### src/rtl/shr_tx_scheduler.sv
// shr_tx_scheduler: frame sequencer in front of the serial shift-register
// transmitter; arbitrates clear/one/send, repeats frames, guards tx_done.
module shr_tx_scheduler #(
    parameter int LEN_W = 10,
    parameter int REP_W = 8,
    parameter int GAP_W = 8,
    parameter int TMO_W = 14
) (
    input  logic             clk_in,
    input  logic             rst,
    input  logic             req_send,
    input  logic             req_clr,
    input  logic             req_one,
    input  logic             abort,
    input  logic             err_clr,
    input  logic [LEN_W-1:0] seq_length,
    input  logic [REP_W-1:0] repeat_cnt,
    input  logic [GAP_W-1:0] gap_cycles,
    input  logic             tx_done,
    output logic             tx_start,
    output logic [1:0]       tx_sel,
    output logic [LEN_W-1:0] tx_len,
    output logic             busy,
    output logic [15:0]      frame_cnt,
    output logic             err_len,
    output logic             err_tmo
);

    typedef enum logic [1:0] {
        S_IDLE,
        S_START,
        S_WAIT,
        S_GAP
    } state_t;

    localparam logic [1:0] SEL_DATA = 2'b00;
    localparam logic [1:0] SEL_ZERO = 2'b01;
    localparam logic [1:0] SEL_ONE  = 2'b10;

    state_t           state_q, state_d;
    // bit 0 = clr, bit 1 = one, bit 2 = send (also the priority order)
    logic [2:0]       req_q, req_d;
    logic [2:0]       pend_q, pend_d;
    logic [2:0]       rise;
    logic [2:0]       gnt;
    logic [REP_W-1:0] rem_q, rem_d;
    logic [GAP_W-1:0] gap_q, gap_d;
    logic [GAP_W-1:0] gcnt_q, gcnt_d;
    logic [TMO_W-1:0] wd_q, wd_d, wd_inc;
    logic             tx_start_q, tx_start_d;
    logic [1:0]       tx_sel_q, tx_sel_d;
    logic [LEN_W-1:0] tx_len_q, tx_len_d;
    logic             busy_q, busy_d;
    logic [15:0]      frame_cnt_q, frame_cnt_d;
    logic             err_len_q, err_len_d;
    logic             err_tmo_q, err_tmo_d;
    logic             set_len, set_tmo, take;

    // Rising-edge detect on requests and fixed-priority pick of a pending bit
    always_comb begin
        req_d = {req_send, req_one, req_clr};
        rise  = req_d & ~req_q;
        gnt   = 3'b000;
        priority case (1'b1)
            pend_q[0]: gnt = 3'b001;
            pend_q[1]: gnt = 3'b010;
            pend_q[2]: gnt = 3'b100;
            default:   gnt = 3'b000;
        endcase
    end

    // Sequencer next state; pattern, length, repeats and gap frozen at grant
    always_comb begin
        state_d     = state_q;
        rem_d       = rem_q;
        gap_d       = gap_q;
        gcnt_d      = gcnt_q;
        wd_d        = wd_q;
        tx_sel_d    = tx_sel_q;
        tx_len_d    = tx_len_q;
        frame_cnt_d = frame_cnt_q;
        set_len     = 1'b0;
        set_tmo     = 1'b0;
        take        = 1'b0;
        wd_inc      = wd_q + 1'b1;
        unique case (state_q)
            S_IDLE: begin
                if (!abort && (pend_q != 3'b000)) begin
                    take = 1'b1;
                    if (seq_length == '0) begin
                        set_len = 1'b1;
                    end else begin
                        state_d  = S_START;
                        tx_len_d = seq_length;
                        rem_d    = repeat_cnt;
                        gap_d    = gap_cycles;
                        tx_sel_d = gnt[0] ? SEL_ZERO :
                                   (gnt[1] ? SEL_ONE : SEL_DATA);
                    end
                end
            end
            S_START: begin
                state_d = S_WAIT;
                wd_d    = '0;
                if (abort) rem_d = '0;
            end
            S_WAIT: begin
                if (tx_done) begin
                    wd_d = '0;
                    if (frame_cnt_q != 16'hFFFF)
                        frame_cnt_d = frame_cnt_q + 16'd1;
                    if (abort || (rem_q == '0)) begin
                        rem_d   = '0;
                        state_d = S_IDLE;
                    end else begin
                        rem_d = rem_q - 1'b1;
                        if (gap_q == '0) begin
                            state_d = S_START;
                        end else begin
                            state_d = S_GAP;
                            gcnt_d  = gap_q;
                        end
                    end
                end else if (&wd_inc) begin
                    set_tmo = 1'b1;
                    rem_d   = '0;
                    wd_d    = '0;
                    state_d = S_IDLE;
                end else begin
                    wd_d = wd_inc;
                    if (abort) rem_d = '0;
                end
            end
            S_GAP: begin
                if (abort) begin
                    rem_d   = '0;
                    state_d = S_IDLE;
                end else if (gcnt_q == GAP_W'(1)) begin
                    state_d = S_START;
                end else begin
                    gcnt_d = gcnt_q - 1'b1;
                end
            end
        endcase
        // abort also swallows any edge arriving with it
        pend_d = abort ? 3'b000 :
                 ((pend_q & ~(take ? gnt : 3'b000)) | rise);
        tx_start_d = (state_d == S_START);
        busy_d     = (state_d != S_IDLE);
        err_len_d  = set_len | (err_len_q & ~err_clr);
        err_tmo_d  = set_tmo | (err_tmo_q & ~err_clr);
    end

    // State and registered outputs, cleared asynchronously by rst
    always_ff @(posedge clk_in or posedge rst) begin
        if (rst) begin
            state_q     <= S_IDLE;
            req_q       <= '0;
            pend_q      <= '0;
            rem_q       <= '0;
            gap_q       <= '0;
            gcnt_q      <= '0;
            wd_q        <= '0;
            tx_start_q  <= 1'b0;
            tx_sel_q    <= SEL_DATA;
            tx_len_q    <= '0;
            busy_q      <= 1'b0;
            frame_cnt_q <= '0;
            err_len_q   <= 1'b0;
            err_tmo_q   <= 1'b0;
        end else begin
            state_q     <= state_d;
            req_q       <= req_d;
            pend_q      <= pend_d;
            rem_q       <= rem_d;
            gap_q       <= gap_d;
            gcnt_q      <= gcnt_d;
            wd_q        <= wd_d;
            tx_start_q  <= tx_start_d;
            tx_sel_q    <= tx_sel_d;
            tx_len_q    <= tx_len_d;
            busy_q      <= busy_d;
            frame_cnt_q <= frame_cnt_d;
            err_len_q   <= err_len_d;
            err_tmo_q   <= err_tmo_d;
        end
    end

    assign tx_start  = tx_start_q;
    assign tx_sel    = tx_sel_q;
    assign tx_len    = tx_len_q;
    assign busy      = busy_q;
    assign frame_cnt = frame_cnt_q;
    assign err_len   = err_len_q;
    assign err_tmo   = err_tmo_q;

endmodule
### config.mk
export PLATFORM = sky130hd
export DESIGN_NAME = shr_tx_scheduler
export DESIGN_NICKNAME = d
export VERILOG_FILES = /design/src/rtl/shr_tx_scheduler.sv
export SDC_FILE = /design/constraint.sdc
export NUM_CORES = 1
export LEC_CHECK = 0
export BUFFER_PORTS_ARGS = -buffer_cell sky130_fd_sc_hd__buf_2
export CAP_MARGIN = 25
export CORE_ASPECT_RATIO = 1.4
export CORE_UTILIZATION = 40
export CTS_BUF_LIST = sky130_fd_sc_hd__clkbuf_4 sky130_fd_sc_hd__clkbuf_8
export DETAILED_ROUTE_END_ITERATION = 8
export SYNTH_ARGS = -nofsm -noshare
export SYNTH_HDL_FRONTEND = slang
export SYNTH_SLANG_ARGS = --single-unit
### constraint.sdc
create_clock -name clk_in -period 4.8 [get_ports clk_in]
set_clock_uncertainty 0.15 [all_clocks]
set_input_delay 0.48 -clock clk_in [delete_from_list [all_inputs] [get_ports clk_in]]
set_output_delay 0.48 -clock clk_in [all_outputs]
set_load 0.05 [all_outputs]
After elaboration in Yosys (flattened, before gate mapping)
Index checks and enable logic that the tools add are counted.

word-level totals
  register bits = 78
  word-level logic and storage cells = 99
  input port bits = 34
  output and inout bits = 32

cells by class
  bitwise logic cells = 11
  equal/unequal tests = 13
  reduce and logical (&&, ||, !) cells = 17
  add/sub/neg operators = 4
  mux-type cells = 40

operators by type and width
  kind                     count
  $mux W8                  11
  $mux W14                 2
  $pmux W14 S2             1
  $pmux W8 S3              1
  $mux W2                  10
  $add A16 B1 Y16 const B  1
  $logic_not A8 Y1         2
  $ne A16 B16 Y1 const B   1
  $pmux W8 S2              1
  $sub A8 B1 Y8 const B    2
  $mux W3                  5
  $add A14 B1 Y14 const B  1
  $ne A2 B2 Y1 const B     7
  $reduce_and A14 Y1       1
  $logic_not A10 Y1        1
  $eq A8 B1 Y1 const B     1
  $mux W1                  8
  $pmux W2 S4              1
  $and A3 B3 Y3            2
  $not A3 Y3               2
  $reduce_and A3 Y1        2
  $reduce_and A6 Y1        1
  $reduce_bool A2 Y1       3
  $eq A2 B1 Y1 const B     2
  other kinds (12)         16

Longest topological paths before layout
  word-level depth = 9
  gate-level depth with buffers = 9
  gate-level depth less buffers = 8

Worst setup path after synthesis
No wires, ideal clock.

  kind = register -> register
  from = register wd_q[0]
  to = register wd_q[0]
  period minus slack after synthesis = 2.362 ns
  data required time = 4.525 ns
  library setup time = 0.125 ns
  slack = 2.438 ns
  stages on the path, launching flop included = 10
  data arrival time = 2.088 ns
  cell sequence = dfrtp_1 -> ha_1 -> buf_2 -> nand4_1 -> o32a_2 -> o22ai_1 -> a41o_2 -> buf_6 -> nor2_1 -> mux2_2

on the way
  cells in the longest elaborated chain, start to end = 5

ends and longest elaborated chain
  what                    line  text
  from (decl)             49    logic [TMO_W-1:0] wd_q, wd_d, wd_inc;
  from (signal assigned)  178   wd_q <= wd_d;
  $add A14 B1 Y14 *       85    wd_inc = wd_q + 1'b1;
  $reduce_and A14 Y1      124   end else if (&wd_inc) begin
  $mux W14 *              124
  $mux W14 *              108   if (tx_done) begin
  $pmux W14 S2 *          86    unique case (state_q)

Every way passes the cells marked *; elsewhere a longest branch is shown, timed or not.
A chain may end at the register's enable or synchronous reset.

Worst setup path after layout
  from = register state_q[0]
  to = register busy_q, in the netlist busy

on the way
  cells in the longest elaborated chain, start to end = 4

ends and longest elaborated chain
  what                        line          text
  from (decl)                 40            state_t state_q, state_d;
  from (signal assigned)      172           state_q <= state_d;
  $mux W2 (on tied branches)  138, 124, 90
  $mux W2 (on tied branches)  135, 108, 88
  $pmux W2 S4 *               86
  $reduce_bool A2 Y1 *        149           busy_d = (state_d != S_IDLE);
  net busy_d                  53            logic busy_q, busy_d;
  to (signal assigned)        182           busy_q <= busy_d;
  to (decl)                   53

Mark *: on every way through the listed nets, which the timed path passes. The rest lies on a longest branch.

==> impl_metrics.csv <==
group,metric,value,unit
run_status,status,"completed",
cts,cts_buffer_depth,2,
place,place_congestion,0.861,
sta,hold_viol,0,
sta,tns,0,ns
grt,grt.overflow.total,0,
grt,grt_max_degree,44,
sta,layout_min_cycle_time,2.93,ns
sta,slew_violations,0,
logic_synthesis,yosys.area.top_type,"dfrtp_1",
grt,antenna_found_initial,0,
place,dp_hpwl,7090,um
cts,cts-root-buf,"clkbuf_8",
logic_synthesis,yosys_warnings,0,
critical_path,crit_buf_inv,2,
sta,setup_viol,0,
sta,fmax,341,MHz
sta,rsz0062_at_grt,"no",
cts,clkSlewWorstSetupHoldPaths,0.08,ns
logic_synthesis,netlist_area,4290,um2
floorplanning,io_pins,66,
floorplanning,dieArea,11100,um2
critical_path,crit_type,"reg2reg",
floorplanning,core_area,10400,um2
logic_synthesis,synth_top_area_share,45.5,%
cts,cts_made_buffers,9,
critical_path,cp-start-kind,"flip-flop",
grt,grt_pass1_wl,16600,um
sta,relSlewSlack,34.1,%
logic_synthesis,synth_ff_type,"dfrtp_1",
logic_synthesis,yosys-top-cells-count,"dfrtp_1, nand2_1, nor2_1, nor3_1, o21ai_0",
place,pre_cts_slack,1.89,ns
logic_synthesis,ys_seq_area_share,45.5,%
layout,fillers,1016,
grt,first_global_vias,3371,
cts,cts_resized,0,
detailed_routing,vias,3481,
cts,cts_tree,"done",
power_and_ir_drop,p_leak,0.00218,uW
critical_path,cpPeakStageDelay,0.68,ns
logic_synthesis,netlist_top_cells_area,"dfrtp_1, mux2_2, xnor2_1, ha_1, nand2_1",
cts,clkSinkCount,78,
cts,clock_latency,0.36,ns
layout,multi_input_area,2160,um2
sta,hold_ws,0.0883,ns
logic_synthesis,ys_async_sr_fraction,100,%
detailed_routing,routed_wl,9760,um
cts,htree_levels,3,
critical_path,path_cells,"inv_1, ha_1, inv_1, a211oi_1, a211oi_1, o22a_1, or3_1",
sta,fin_crit_sh,61.0,%
hold_path,hold_path.class,"in2reg",
logic_synthesis,synth.most_common_cell,"dfrtp_1",
floorplanning,rows,44,
cts,cts_hold_buf,0,
flow_run,cap_violations,0,
place,io_buffers,65,
critical_path,worst_ep_arrival_time,3.02,ns
logic_synthesis,ys_types,58,
sta,finalWorstSetupSlack,1.87,ns
logic_synthesis,syn_area_per_cell,9.78,um2
logic_synthesis,synth-edff-count,0,
place,placed_area,4710,um2
critical_path,slowest_stage,"ha_1",
power_and_ir_drop,p_per_area,557,nW/um2
layout,area_growth,14.4,%
detailed_routing,drt-wirelength-per-cell,15.3,um
logic_synthesis,ys_ff_latch,78,
layout,final_nets,543,
layout,fin_area,4900,um2
critical_path,crit_path_end_kind,"flip-flop",
floorplanning,start_util,41.2,%
critical_path,crit_family,"compound AO/OA/AOI/OAI gates",
layout,seqCellArea,1950,um2
sta,max_slew.worst_pin.slew,0.980,ns
detailed_routing,route.detailed.drc,0,
logic_synthesis,syn_nets,484,
logic_synthesis,synth_cells,438,
layout,drive_gt1_share,23.8,%
cts,cts_setup_buffers,0,
critical_path,required,4.89,ns
detailed_routing,antenna_left,0,
floorplanning,die_h,124,um
power_and_ir_drop,power,2730,uW
power_and_ir_drop,max-vdd-ir-drop,0.261,mV
detailed_routing,first_iter_violations,171,
detailed_routing,viasPerCell,5.45,
floorplanning,fp.dieW,89.5,um
grt,grt_usage,19.1,%
layout,n_antenna_cell,0,
detailed_routing,drt_first_pass_iters,4,
critical_path,crit_fanout,20,
[state kept, by name, indices dropped and copies added (netlist names), 2 cells and up]
signal     count
rem_q          8
state_q        2
gap_q          8
frame_cnt     16
gcnt_q         8
wd_q          14
tx_sel         2
pend_q         3
tx_len        10
req_q          3
[area by class of cell]
cell class	count	area share, %
Clock buffer	10	2.68
Sequential cell	78	39.8
Clock inverter	5	1.25
Inverter	22	1.68
Multi-Input combinational cell	319	44.1
Tap cell	138	3.52
Timing Repair Buffer	67	6.94
[cells by family after synthesis]
group | count (synthesis) | synth area share (%)
and+or+nand+nor | 159 | 19.4
buffers and inverters | 41 | 4.00
DFF | 78 | 45.5
adders and majority gates | 12 | 3.50
muxes | 24 | 6.22
AOI/OAI and AO/OA | 103 | 17.0
xor gates and xnor gates | 21 | 4.29
[worst register-to-register path: cells and delay by family, from the launching register on]
kind	cells	cell delay, ns
compound gates	3	0.76
simple gates	1	0.29
fa+ha+maj	1	0.68
buf+inv	2	0.48
flops	1	0.45
[placed cells by master, fill, tap and decap left out, drive strengths merged, types with 9 or more instances in the layout]
cell	n
a21oi	21
a22o	9
buf	67
clkbuf	10
dfrtp	78
ha	12
inv	21
mux2	21
nand2	34
nand3	17
nand4	11
nor2	25
nor2b	10
nor3	23
nor4	11
o21ai	23
xnor2	18
[metrics by stage]
stage          std cells  utilization (%)
6_report             639             47.1
5_1_grt              639             47.1
4_1_cts              639             47.1
3_5_place_dp         624             45.3
3_3_place_gp         624             45.3
2_1_floorplan        438                -
[per-layer routing]
layer,track usage [%],routed length [um],vias up
li1,-,-,1709
met4,7.19,190,0
met2,32.8,5140,55
met5,0,0,-
met1,23.4,4140,1700
met3,3.25,292,17
[power breakdown]
| part | leakage, uW | internal [uW] | total (uW) | switching (uW) |
|---|---|---|---|---|
| logic | 0.00109 | 434 | 1220 | 784 |
| clock network | 0.0000880 | 244 | 496 | 252 |
| registers | 0.00100 | 847 | 1020 | 170 |
| total | 0.00218 | 1520 | 2730 | 1210 |
[worst paths after layout]
check | startpoint | end | slack [ns] | depth (start not counted)
worst max-delay path | state_q[0]$_DFF_PP0_ | busy$_DFF_PP0_ | 1.87 | 7
worst min-delay path | req_one | req_q[1]$_DFF_PP0_ | 0.09 | 1
worst max register to register | state_q[0]$_DFF_PP0_ | busy$_DFF_PP0_ | 1.87 | 7
worst min register to register | tx_sel[1]$_DFFE_PP0P_ | tx_sel[1]$_DFFE_PP0P_ | 0.33 | 2
max in group asynchronous | rst | rem_q[3]$_DFFE_PP0P_ | 3.31 | 3
min in group asynchronous | rst | tx_len[2]$_DFFE_PP0P_ | 0.17 | 2
Note: power is estimated with default switching activity, not from simulation.
